==> config.mk <==
export PLATFORM = sky130hd
export DESIGN_NAME = run_ctrl
export DESIGN_NICKNAME = d
export VERILOG_FILES = /design/src/rtl/run_ctrl_pkg.sv /design/src/rtl/run_halt_det.sv /design/src/rtl/run_ctrl.sv
export SDC_FILE = /design/constraint.sdc
export NUM_CORES = 1
export LEC_CHECK = 0
export ABC_AREA = 1
export CAP_MARGIN = 20
export CELL_PAD_IN_SITES_DETAIL_PLACEMENT = 0
export CELL_PAD_IN_SITES_GLOBAL_PLACEMENT = 1
export CORE_ASPECT_RATIO = 1.4
export CORE_MARGIN = 2
export CORE_UTILIZATION = 26
export CTS_BUF_LIST = sky130_fd_sc_hd__clkbuf_16
export DETAILED_ROUTE_END_ITERATION = 10
export HOLD_SLACK_MARGIN = 0.08
export PLACE_DENSITY_LB_ADDON = 0.1
export RECOVER_POWER = 100
export SYNTH_ARGS = -nofsm -noshare
export SYNTH_HDL_FRONTEND = slang
export SYNTH_SLANG_ARGS = --single-unit
==> constraint.sdc <==
create_clock -name clk -period 1.92 [get_ports clk]
set_clock_uncertainty 0.05 [all_clocks]
set_input_delay 0.192 -clock clk [delete_from_list [all_inputs] [get_ports clk]]
set_output_delay 0.192 -clock clk [all_outputs]
set_load 0.01 [all_outputs]
==> src/rtl/run_ctrl_pkg.sv <==
// Shared constants for the run controller: parameter defaults, FSM state
// encodings and internal counter widths.
package run_ctrl_pkg;

    // Parameter defaults
    localparam int unsigned PC_W_DEF        = 32;
    localparam int unsigned CNT_W_DEF       = 32;
    localparam int unsigned RST_CYCLES_DEF  = 1;
    localparam int unsigned MAX_CYCLES_DEF  = 2000;
    localparam int unsigned HALT_REPEAT_DEF = 4;

    // Internal widths: hold counter covers RST_CYCLES up to 255,
    // repeat counter covers HALT_REPEAT up to 15.
    localparam int unsigned ST_W   = 3;
    localparam int unsigned HOLD_W = 8;
    localparam int unsigned REP_W  = 4;

    typedef logic [ST_W-1:0] state_t;

    // FSM state encodings
    localparam logic [2:0] ST_IDLE     = 3'd0;
    localparam logic [2:0] ST_RST_HOLD = 3'd1;
    localparam logic [2:0] ST_RUN      = 3'd2;
    localparam logic [2:0] ST_DONE     = 3'd3;
    localparam logic [2:0] ST_TMO      = 3'd4;

endpackage

==> src/rtl/run_halt_det.sv <==
// Halt detector: tracks the previous valid PC and a count of consecutive
// equal valid samples. halt is asserted combinationally in the cycle whose
// sample brings the repeat count to HALT_REPEAT-1; halt_pc captures that pc.
// Ports:
//   clk, reset    clock, synchronous active-low reset
//   clr           clears history and halt_pc (start of a run)
//   en            detector active (RUN, no abort)
//   pc, pc_valid  monitored fetch PC and its qualifier
//   halt          halt condition this cycle
//   halt_pc       PC captured at the halt
module run_halt_det
    import run_ctrl_pkg::*;
#(
    parameter int unsigned PC_W        = PC_W_DEF,
    parameter int unsigned HALT_REPEAT = HALT_REPEAT_DEF
) (
    input  logic            clk,
    input  logic            reset,
    input  logic            clr,
    input  logic            en,
    input  logic [PC_W-1:0] pc,
    input  logic            pc_valid,
    output logic            halt,
    output logic [PC_W-1:0] halt_pc
);

    logic [PC_W-1:0]  prev_q;
    logic             prev_vld_q;
    logic [REP_W-1:0] rep_q;
    logic             same;

    // Current valid sample repeats the previous valid sample
    assign same = en && pc_valid && prev_vld_q && (pc == prev_q);
    assign halt = same && (rep_q == REP_W'(HALT_REPEAT - 2));

    // History update; invalid cycles leave everything untouched
    always_ff @(posedge clk) begin
        if (!reset || clr) begin
            prev_q     <= '0;
            prev_vld_q <= 1'b0;
            rep_q      <= '0;
            halt_pc    <= '0;
        end else if (en && pc_valid) begin
            prev_q     <= pc;
            prev_vld_q <= 1'b1;
            rep_q      <= same ? rep_q + REP_W'(1) : '0;
            if (halt) begin
                halt_pc <= pc;
            end
        end
    end

endmodule

==> src/rtl/run_ctrl.sv <==
// Run controller: holds a CPU in reset, releases it for a bounded run and
// ends the run on a detected halt (repeated PC) or on a cycle budget.
// Optional retire counter is built only when RUN_CTRL_PERF_EN is defined;
// otherwise retire_cnt is tied to 0 and retire is ignored.
// Ports:
//   clk, reset          clock, synchronous active-low reset
//   start, abort        run start pulse, return-to-idle request
//   pc, pc_valid        monitored CPU fetch PC
//   retire              one instruction retired this cycle
//   cpu_reset           active-high reset to the CPU
//   running             high while in RUN
//   done, timeout       sticky end-of-run flags
//   cycle_cnt           RUN cycles elapsed
//   retire_cnt          instructions retired in RUN
//   halt_pc             PC at which the halt was detected
module run_ctrl
    import run_ctrl_pkg::*;
#(
    parameter int unsigned PC_W        = PC_W_DEF,
    parameter int unsigned CNT_W       = CNT_W_DEF,
    parameter int unsigned RST_CYCLES  = RST_CYCLES_DEF,
    parameter int unsigned MAX_CYCLES  = MAX_CYCLES_DEF,
    parameter int unsigned HALT_REPEAT = HALT_REPEAT_DEF
) (
    input  logic             clk,
    input  logic             reset,
    input  logic             start,
    input  logic             abort,
    input  logic [PC_W-1:0]  pc,
    input  logic             pc_valid,
    input  logic             retire,
    output logic             cpu_reset,
    output logic             running,
    output logic             done,
    output logic             timeout,
    output logic [CNT_W-1:0] cycle_cnt,
    output logic [CNT_W-1:0] retire_cnt,
    output logic [PC_W-1:0]  halt_pc
);

    state_t            state_q, state_nxt;
    logic [HOLD_W-1:0] hold_q, hold_nxt;
    logic [CNT_W-1:0]  cyc_nxt;
    logic              done_nxt, timeout_nxt;
    logic              start_acc;
    logic              run_en;
    logic              halt;

    assign run_en = (state_q == ST_RUN) && !abort;

    run_halt_det #(
        .PC_W        (PC_W),
        .HALT_REPEAT (HALT_REPEAT)
    ) u_halt_det (
        .clk      (clk),
        .reset    (reset),
        .clr      (start_acc),
        .en       (run_en),
        .pc       (pc),
        .pc_valid (pc_valid),
        .halt     (halt),
        .halt_pc  (halt_pc)
    );

    // Next state and next register values; abort overrides everything
    always_comb begin
        state_nxt   = state_q;
        hold_nxt    = hold_q;
        cyc_nxt     = cycle_cnt;
        done_nxt    = done;
        timeout_nxt = timeout;
        start_acc   = 1'b0;
        if (abort) begin
            state_nxt = ST_IDLE;
        end else begin
            case (state_q)
                ST_IDLE, ST_DONE, ST_TMO: begin
                    if (start) begin
                        state_nxt   = ST_RST_HOLD;
                        start_acc   = 1'b1;
                        hold_nxt    = HOLD_W'(RST_CYCLES - 1);
                        cyc_nxt     = '0;
                        done_nxt    = 1'b0;
                        timeout_nxt = 1'b0;
                    end
                end
                ST_RST_HOLD: begin
                    if (hold_q == '0) begin
                        state_nxt = ST_RUN;
                    end else begin
                        hold_nxt = hold_q - HOLD_W'(1);
                    end
                end
                ST_RUN: begin
                    // Halt beats timeout; cycle count freezes on the exit edge
                    if (halt) begin
                        state_nxt = ST_DONE;
                        done_nxt  = 1'b1;
                    end else if (cycle_cnt == CNT_W'(MAX_CYCLES - 1)) begin
                        state_nxt   = ST_TMO;
                        timeout_nxt = 1'b1;
                    end else if (cycle_cnt != '1) begin
                        cyc_nxt = cycle_cnt + CNT_W'(1);
                    end
                end
                default: state_nxt = ST_IDLE;
            endcase
        end
    end

    // State and registered outputs
    always_ff @(posedge clk) begin
        if (!reset) begin
            state_q   <= ST_IDLE;
            hold_q    <= '0;
            cycle_cnt <= '0;
            done      <= 1'b0;
            timeout   <= 1'b0;
            cpu_reset <= 1'b1;
            running   <= 1'b0;
        end else begin
            state_q   <= state_nxt;
            hold_q    <= hold_nxt;
            cycle_cnt <= cyc_nxt;
            done      <= done_nxt;
            timeout   <= timeout_nxt;
            cpu_reset <= (state_nxt != ST_RUN);
            running   <= (state_nxt == ST_RUN);
        end
    end

`ifdef RUN_CTRL_PERF_EN
    // Retired-instruction counter, saturating
    logic [CNT_W-1:0] ret_q;

    always_ff @(posedge clk) begin
        if (!reset || start_acc) begin
            ret_q <= '0;
        end else if (run_en && retire && (ret_q != '1)) begin
            ret_q <= ret_q + CNT_W'(1);
        end
    end

    assign retire_cnt = ret_q;
`else
    logic retire_unused;
    assign retire_unused = retire;
    assign retire_cnt    = '0;
`endif

endmodule

==> Yosys cells after proc, flatten, opt, wreduce, memory -nomap -nowiden <==
Index checks and enable logic that the tools add are counted.
{ "word_totals": {"in_bits": 38, "reg_bits": 116} }
{ "classes": {"n_reduce_logical": 18, "n_addsub": 3, "n_bitwise": 1, "n_mux": 24, "eq_ne": 17} }
{ "ops": {"columns": ["cell", "n"], "rows": [
  ["two-way mux 32 bit", 4],
  ["one-hot mux 32 bit (2 select lines)", 1],
  ["adder 32 x 1 -> 32 bit, second input constant", 1],
  ["equality test 32 x 11 -> 1 bit, second input constant", 1],
  ["equality test 32 bit", 1],
  ["inequality test 32 bit, second input constant", 1],
  ["two-way mux 8 bit", 2],
  ["one-hot mux 8 bit (2 select lines)", 1],
  ["two-way mux 3 bit", 5],
  ["inequality test 2 bit, second input constant", 5],
  ["equality test 3 x 2 -> 1 bit, second input constant", 3],
  ["one-hot mux 3 bit (3 select lines)", 1],
  ["zero test 8 bit", 1],
  ["AND reduction 4 bit", 2],
  ["subtractor 8 x 1 -> 8 bit, second input constant", 1],
  ["two-way mux 1 bit", 7],
  ["AND reduction 6 bit", 1],
  ["logical AND 1 bit", 5],
  ["AND reduction 5 bit", 1],
  ["adder 4 x 1 -> 4 bit, second input constant", 1],
  ["equality test 4 x 2 -> 1 bit, second input constant", 1],
  ["two-way mux 4 bit", 1],
  ["inequality test 2 x 1 -> 1 bit, second input constant", 2],
  ["one-hot mux 1 bit (2 select lines)", 2],
  ["other kinds (10)", 12]
]} }

==> Depth between registers and ports, before layout <==
Gate-level depths: netlist of the first run.
{ "logic_depth": {"depth_word": 10, "ltp_mapped": 14, "ltp_nobuf": 13} }

==> Hierarchy <==
From an unflattened synthesis of the first run, not the netlist that was laid out.
{ "hier_totals": {"hier_cells": 1168, "area_unflattened_um2": 7158.1} }
{ "by_module_without_submodules": {"columns": ["module", "area_per_inst_um2", "seq_area_each_um2", "n_inst", "cells_per_inst"], "rows": [
  ["run_halt_det", 3661.0, 1381.3, 1, 582],
  ["run_ctrl", 3497.1, 940.9, 1, 586]
]} }

==> Worst setup path after synthesis of the first run <==
OpenSTA, ideal clock, no wires.
{ "synth_timing": {"path_kind": "flip-flop to flip-flop", "from": "reg cycle_cnt[0]", "to": "reg cycle_cnt[3]", "slack_ns": -0.066, "stages_incl_launch_ff": 14, "path_buffers": 1, "arrival_time_ns": 1.801, "period_less_slack_ns": 1.986, "setup_time_ns": 0.135, "path_cell_list": "dfxtp_1 ha_1 nand2_1 inv_2 nand2_1 nor2_1 nand3_1 nor2_1 nor2_1 nand2_1 nand2_2 buf_2 nand3_1 a21oi_2"} }
{ "synth_via": {"elab_chain_len": 5} }
{ "synth_lines": {"columns": ["element", "line", "source"], "rows": [
  ["start: declaration", "run_ctrl.sv:36", "output logic [CNT_W-1:0] cycle_cnt,"],
  ["start signal: assignment", "run_ctrl.sv:124", "cycle_cnt <= cyc_nxt;"],
  ["adder 32 x 1 -> 32 bit", "run_ctrl.sv:103", "cyc_nxt = cycle_cnt + CNT_W'(1);"],
  ["two-way mux 32 bit", "run_ctrl.sv:102", "end else if (cycle_cnt != '1) begin"],
  ["two-way mux 32 bit", "run_ctrl.sv:99", "end else if (cycle_cnt == CNT_W'(MAX_CYCLES - 1)) begin"],
  ["two-way mux 32 bit", "run_ctrl.sv:96", "if (halt) begin"],
  ["one-hot mux 32 bit (2 select lines)", "run_ctrl.sv:76", "case (state_q)"]
]} }
Several ways; a longest one is shown, not always the timed one. The select of a mux whose other input is x is not followed.
A chain may end at the register's enable or synchronous reset.

==> Worst setup path in the final report of the first run <==
{ "layout_timing": {"from": "reg cycle_cnt[7]", "to": "reg cycle_cnt[17]"} }
Same word-level chain as after synthesis.

==> flow_metrics.tcl, run 1 <==
set metrics [dict create \
    cts_tree "yes" \
    critical_path_arrival_ns 2.22 \
    irDropWorstVdd_uv 611 \
    p_leak_uw 0.00442 \
    seq_area_frac_synth_pct 35.0 \
    path_class "register to register" \
    grt_overflow 0 \
    slew_headroom_pct 65.0 \
    final_util_pct 40.0 \
    finalNetCount 1327 \
    wl_per_cell_um 15.0 \
    port_buffers 104 \
    die_area_um2 26800 \
    holdCritPathClass "input port to register" \
    drive_gt1_share_pct 22.2 \
    yosysUniqueCellTypes 37 \
    end_kind "register" \
    final_cell_mix "238 x nand2_1, 202 x nor2_1, 137 x buf_4" \
    cap_violations 0 \
    fp.dieW_um 139 \
    period_share_pct 99.6 \
    final.setup.worst_slack_ns 0.00845 \
    grt_max_degree 40 \
    startpoint "cycle_cnt[7]$_SDFFE_PN0P_" \
    setup_tns_ns 0 \
    drc 0 \
    yosys_warnings 0 \
    n_antenna_cell 0 \
    start_kind "register" \
    avgViaCountPerCell 4.43 \
    cts-root-buf "clkbuf_16" \
    core-area_um2 25200 \
    cts_max_level 4 \
    layout_commonest_cell "nand2_1" \
    syn_area_per_cell_um2 6.36 \
    wl_um 24300 \
    synth.ff_latch_count 116 \
    clk-insertion-delay-late_ns 0.43 \
    power-per-cell-area_nw_per_um2 641 \
    cts.clk_slew.worst_paths_ns 0.06 \
    num_io_pins 138 \
    area_growth_syn_to_layout_pct 51.9 \
    num_vias 7159 \
    first_iter_violations 273 \
    grt_pass1_vias 6999 \
    worst_pin_slew_ns 0.525 \
    hold_start "pc[25]" \
    cp_max_fo 7 \
    gp_congestion 0.846 \
    critPathRequiredTime_ns 2.22 \
    timing.rr.start "cycle_cnt[7]$_SDFFE_PN0P_" \
    place_area_um2 8960 \
    finalPower_uw 6460 \
    finalCriticalPeriod_ns 1.91 \
    clk_path_buf_depth 2 \
    initial_core_util_pct 26.3 \
    fmaxAchievable_ghz 0.523 \
    firstDrtPassIters 6 \
    synth_cells 1044 \
    setup_viol 0 \
    grt_pass1_wl_um 36900 \
    rsz0062_at_grt "true" \
    drv_slew 0 \
    track_usage_pct 17.8 \
    num_rows 69 \
    rrSetupSlack_ns 0.008 \
    place_ws_ns -0.410 \
    multiInputGateArea_um2 3950 \
    die_y_um 193 \
    drtAntennaViolNets 0 \
    cts_sinks 116 \
    synth_area_um2 6640 \
    ctsHoldBuffers 0 \
    design_area_um2 10100 \
    seqCellArea_um2 2330 \
    hold_violations 0 \
    antenna_found_initial 0 \
    fillCellCount 2751 \
    hpwlAfterDp_um 18000 \
    cts_inserted_buffers 17 \
    outcome "finished, final reports clean" \
]
==> state kept, by name, summed over array words and instances (netlist names) <==
register and flops:
u_halt_det.prev_q 32, done 1, hold_q 8, cpu_reset 1, u_halt_det.rep_q 4, timeout 1, u_halt_det.prev_vld_q 1, running 1
u_halt_det.halt_pc 32, state_q 3, cycle_cnt 32
==> per-layer routing <==
layer	part of all wire [%]	wire, um	global-route usage, %	up-vias
met5	0	0	0	-
met3	2.3	550	2.77	30
met1	38	9350	18.1	3318
li1	-	-	-	3710
met2	57	13800	36.1	101
met4	2.4	572	6.64	0
==> Yosys cell counts <==
cell | count | share of area (%)
nand2_1 | 261 | 15
a21oi_2 | 5 | 0.66
nor2_2 | 3 | 0.28
o21ai_1 | 10 | 0.75
inv_2 | 5 | 0.28
a31oi_1 | 1 | 0.094
buf_2 | 12 | 0.90
inv_1 | 108 | 6.1
nand2_4 | 1 | 0.17
nand3_1 | 64 | 4.8
a21oi_1 | 42 | 3.2
xor2_1 | 15 | 2.0
a211oi_1 | 26 | 2.9
clkbuf_1 | 17 | 0.96
buf_1 | 1 | 0.056
nor2_4 | 1 | 0.17
a21oi_4 | 1 | 0.25
nand3_2 | 1 | 0.15
nor2_1 | 217 | 12
ha_1 | 4 | 0.75
nor3_1 | 19 | 1.4
nand3b_2 | 1 | 0.17
o21a_1 | 1 | 0.11
xnor2_1 | 10 | 1.3
buf_6 | 3 | 0.51
conb_1 | 1 | 0.056
nand3b_1 | 4 | 0.45
dfxtp_1 | 116 | 35
nand4_1 | 13 | 1.2
mux2i_1 | 6 | 0.90
and3_1 | 2 | 0.19
nand3_4 | 1 | 0.26
o21ai_0 | 32 | 2.4
buf_4 | 35 | 4.0
or2_2 | 1 | 0.094
nand2_2 | 3 | 0.28
nor4_1 | 1 | 0.094
==> per-stage QoR <==
stage	cells	hold WS, ns
after floorplan	1075	0.277
after global placement	1572	0.401
after detailed placement	1572	0.409
after CTS	1607	0.365
after global routing	1616	0.405
final	1616	0.381
==> layout make-up <==
cell class | instances | share of cell area [%]
flip-flops and latches | 116 | 23.1
repair buffers | 259 | 23.8
clock inverters | 14 | 1.45
inverters | 113 | 4.26
multi-input cells | 778 | 39.2
well taps | 319 | 3.96
clock buffers | 17 | 4.22
==> kinds of logic (layout without fill, tap and decap cells) <==
kind of cell / count (synthesis) / after routing / synth area share (%)
adders and majority gates: 4 / 4 / 0.754
muxes: 6 / 6 / 0.905
xor gates and xnor gates: 25 / 25 / 3.30
other: 1 / 32 / 0.0565
and+or+nand+nor: 593 / 593 / 36.8
DFF: 116 / 116 / 35.0
buffers and inverters: 181 / 403 / 12.8
AOI/OAI and AO/OA: 118 / 118 / 10.4
==> worst max-delay path: stages, from the launching register on <==
cell and delay [ns]:
dfxtp_1 0.33, nand2_1 0.14, nor2_2 0.17, nand2_2 0.09
nor3_4 0.16, nand4_1 0.17, nand2_2 0.13, nand2_4 0.10
nand2_8 0.16, clkbuf_16 0.18, nand2_1 0.05, a21oi_1 0.11
==> power by group <==
part	switching (uW)	internal, uW
Combinational	442	391
Sequential	10.9	2420
Clock	1190	2000
==> worst paths after layout <==
kind	end	depth (start not counted)
min	u_halt_det.halt_pc[25]$_SDFFE_PP0P_	3
max	cycle_cnt[17]$_SDFFE_PN0P_	11
max reg2reg	cycle_cnt[17]$_SDFFE_PN0P_	11
min reg2reg	done$_SDFFE_PN0P_	1
==> timing repair <==
| item | 4_1_cts | 5_1_grt |
|---|---|---|
| resized for setup | 12 | 98 |
| buffers inserted | 5 | 4 |
| setup endpoints to repair | 48 | 96 |
| cloned | 0 | 5 |
| pin swaps | 5 | 18 |
(Power assumes the default switching activity.)
==> run 2, diff against run 1 <==
- SYNTH_HIERARCHICAL: not set -> 1
==> run 2 against run 1 <==
The flow now finishes with violations (negative setup slack). Cell count is 12% higher. Maximum frequency is 13% lower. Register-to-register slack worse by 0.28 ns. Core utilization is 0.75 points higher. Critical endpoint is now u_halt_det/halt_pc[29]$_SDFFE_PP0P_.
==> flow_metrics.tcl, run 2 <==
set metrics [dict create \
    cp_max_fo 5 \
    power-per-cell-area_nw_per_um2 585 \
    irDropWorstVdd_uv 561 \
    fp.dieW_um 144 \
    gp_congestion 0.820 \
    finalNetCount 1467 \
    synth_top_cells_by_area "dfxtp_1 32%, nand2_1 17%, inv_1 9.3%" \
    seqCellArea_um2 2330 \
    wl_per_cell_um 14.8 \
    yosysUniqueCellTypes 34 \
    hold_end "u_halt_det/prev_q[16]$_SDFFE_PP0N_" \
    synth.most_common_cell "nand2_1" \
    synth.ff_latch_count 116 \
    cts_max_level 4 \
    grt_pass1_wl_um 40600 \
    r2r_end "u_halt_det/halt_pc[29]$_SDFFE_PP0P_" \
    reg2reg_depth 19 \
    cap_violations 0 \
    start_kind "register" \
    initial_core_util_pct 26.5 \
    worstPathCellList "inv_2 -> nand2_2 -> nor2_4 -> inv_2 -> nor2_4 -> nand2_4 -> inv_4 -> buf_6 -> nand2_2 -> nor2_2 -> nand2_1 -> nor2_1 -> nand2_2 -> nor2_8 -> nand3_4 -> clkbuf_16 -> nand2_4 -> inv_2 -> nor2_1" \
    timing.rr.start "state_q[0]$_SDFF_PN0_" \
    cts_inserted_buffers 17 \
    synth_area_um2 7160 \
    setup_viol 72 \
    top_regs "cycle_cnt (32), u_halt_det/halt_pc (32), u_halt_det/prev_q (32)" \
    antenna_found_initial 0 \
    holdPathStages 3 \
    grt_max_degree 54 \
    rsz0062_at_grt "true" \
    synth_commonest_cells "325 x nand2_1, 178 x inv_1, 165 x nor2_1" \
    holdCritPathClass "input port to register" \
    violations "negative setup slack" \
    cts-root-buf "clkbuf_16" \
    place_ws_ns -0.605 \
    fmaxAchievable_ghz 0.455 \
    rrSetupSlack_ns -0.28 \
    critPathRequiredTime_ns 2.22 \
    synth_top_area_share_pct 32.4 \
    final_cell_mix "276 x nand2_1, 153 x inv_1, 153 x nor2_1" \
    wl_um 26700 \
    n_antenna_cell 0 \
    slowest_delay_ns 0.31 \
    seq_area_frac_synth_pct 32.4 \
    clk-insertion-delay-late_ns 0.43 \
    drtAntennaViolNets 0 \
    hold_start "pc[16]" \
    multiInputGateArea_um2 4210 \
    yosys_warnings 6 \
    yosysTopAreaCell "dfxtp_1" \
    clk_path_buf_depth 2 \
    drive_gt1_share_pct 25.2 \
    period_share_pct 114 \
    critical_path_arrival_ns 2.50 \
    slowest_stage "dfxtp_2" \
    layout_commonest_cell "nand2_1" \
    final.setup.worst_slack_ns -0.276 \
    outcome "finished with violations" \
    finalCriticalPeriod_ns 2.20 \
    area_growth_syn_to_layout_pct 53.7 \
    final_util_pct 40.7 \
    synth-edff-count 0 \
    first_iter_violations 298 \
    drc 0 \
    synthFlopType "dfxtp_1" \
    hpwlAfterDp_um 19800 \
    die_y_um 200 \
    synth_cells 1168 \
    num_io_pins 138 \
    die_area_um2 28900 \
    end_kind "register" \
    core-area_um2 27000 \
    avgViaCountPerCell 4.32 \
    grt_pass1_vias 7631 \
    synthArstFlopShare_pct 0 \
    track_usage_pct 18.4 \
    path_class "register to register" \
    num_vias 7788 \
    cts.clk_slew.worst_paths_ns 0.06 \
    num_rows 71 \
    fillCellCount 2949 \
    ctsHoldBuffers 0 \
    grt_overflow 0 \
    hold_violations 0 \
    drv_slew 0 \
    p_leak_uw 0.00482 \
    firstDrtPassIters 6 \
    worst_pin_slew_ns 0.527 \
    syn_area_per_cell_um2 6.13 \
    cts_tree "yes" \
    slew_headroom_pct 64.8 \
    port_buffers 104 \
    cts_sinks 116 \
]
[run 2: worst max-delay path: cells and delay by family, from the launching register on]
family | cells | cell delay, ns
AND/OR/NAND/NOR | 13 | 1.23
buffers and inverters | 6 | 0.51
flip-flops | 1 | 0.31
[run 2: how the worst max path moves through the flow]
stage	startpoint	end	slack (ns)	depth (start not counted)
floorplan	state_q[0]$_SDFF_PN0_	cycle_cnt[21]$_SDFFE_PN0P_	-0.35	19
global placement	pc[25]	cycle_cnt[1]$_SDFFE_PN0P_	-0.57	17
detailed placement	pc[30]	cycle_cnt[0]$_SDFFE_PN0P_	-0.60	16
CTS	state_q[0]$_SDFF_PN0_	u_halt_det/halt_pc[0]$_SDFFE_PP0P_	-0.28	19
global route	state_q[0]$_SDFF_PN0_	cycle_cnt[0]$_SDFFE_PN0P_	-0.41	19
finish	state_q[0]$_SDFF_PN0_	u_halt_det/halt_pc[29]$_SDFFE_PP0P_	-0.28	19
[run 2: timing repair]
item                       CTS  global route
gates resized for setup     12           131
setup endpoints to repair  105           110
pin swaps                    7            56
buffers inserted             7             3
cloned                       5             6
[run 2: logic make-up (layout without fill, tap and decap cells)]
logic type               count (synthesis)  after routing  share of synthesized area, %
flip-flops                             116            116                          32.4
AO/OA/AOI/OAI                          130            130                          9.93
AND/OR/NAND/NOR                        640            640                          38.2
other                                    1             32                        0.0524
XOR/XNOR                                23             23                          2.81
buffers and inverters                  254            493                          15.9
adder cells (fa/ha/maj)                  4              4                         0.699
[run 2: layer usage]
layer  wire, um  global-route usage, %  share of wire [%]  up-vias
met5          0                      0                  0        -
met4        446                   5.41                1.7        0
met3        561                   2.70                2.1       21
met2      15200                   36.6                 57      114
met1      10400                   19.4                 39     3574
li1           -                      -                  -     4079
[run 2: power breakdown]
group	total (uW)	switching, uW	internal, uW	leakage [uW]
registers	2430	11.2	2420	0.000937
logic	800	432	368	0.00361
clock network	3200	1290	1910	0.000274
total	6440	1730	4710	0.00482
[run 2: area by class of cell]
class,instances,area share [%]
Clock buffer,17,3.87
Clock inverter,15,1.42
Inverter,181,6.21
Multi-Input combinational cell,829,38.2
Sequential cell,116,21.2
Tap cell,365,4.15
Timing Repair Buffer,280,25.0
[run 2: metrics by stage]
| stage | cell area (um2) | TNS, ns | std cells | power, uW | hold slack (ns) |
|---|---|---|---|---|---|
| after floorplan | 7320 | -16.71 | 1199 | 2870 | 0.221 |
| after detailed placement | 9680 | -34.77 | 1753 | 3210 | 0.396 |
| after CTS | 10500 | -15.87 | 1797 | 6490 | 0.320 |
| final | 11000 | -13.06 | 1803 | 6440 | 0.340 |
| after global routing | 11000 | -27.39 | 1803 | 6700 | 0.359 |
| after global placement | 9680 | -33.54 | 1753 | 3210 | 0.390 |
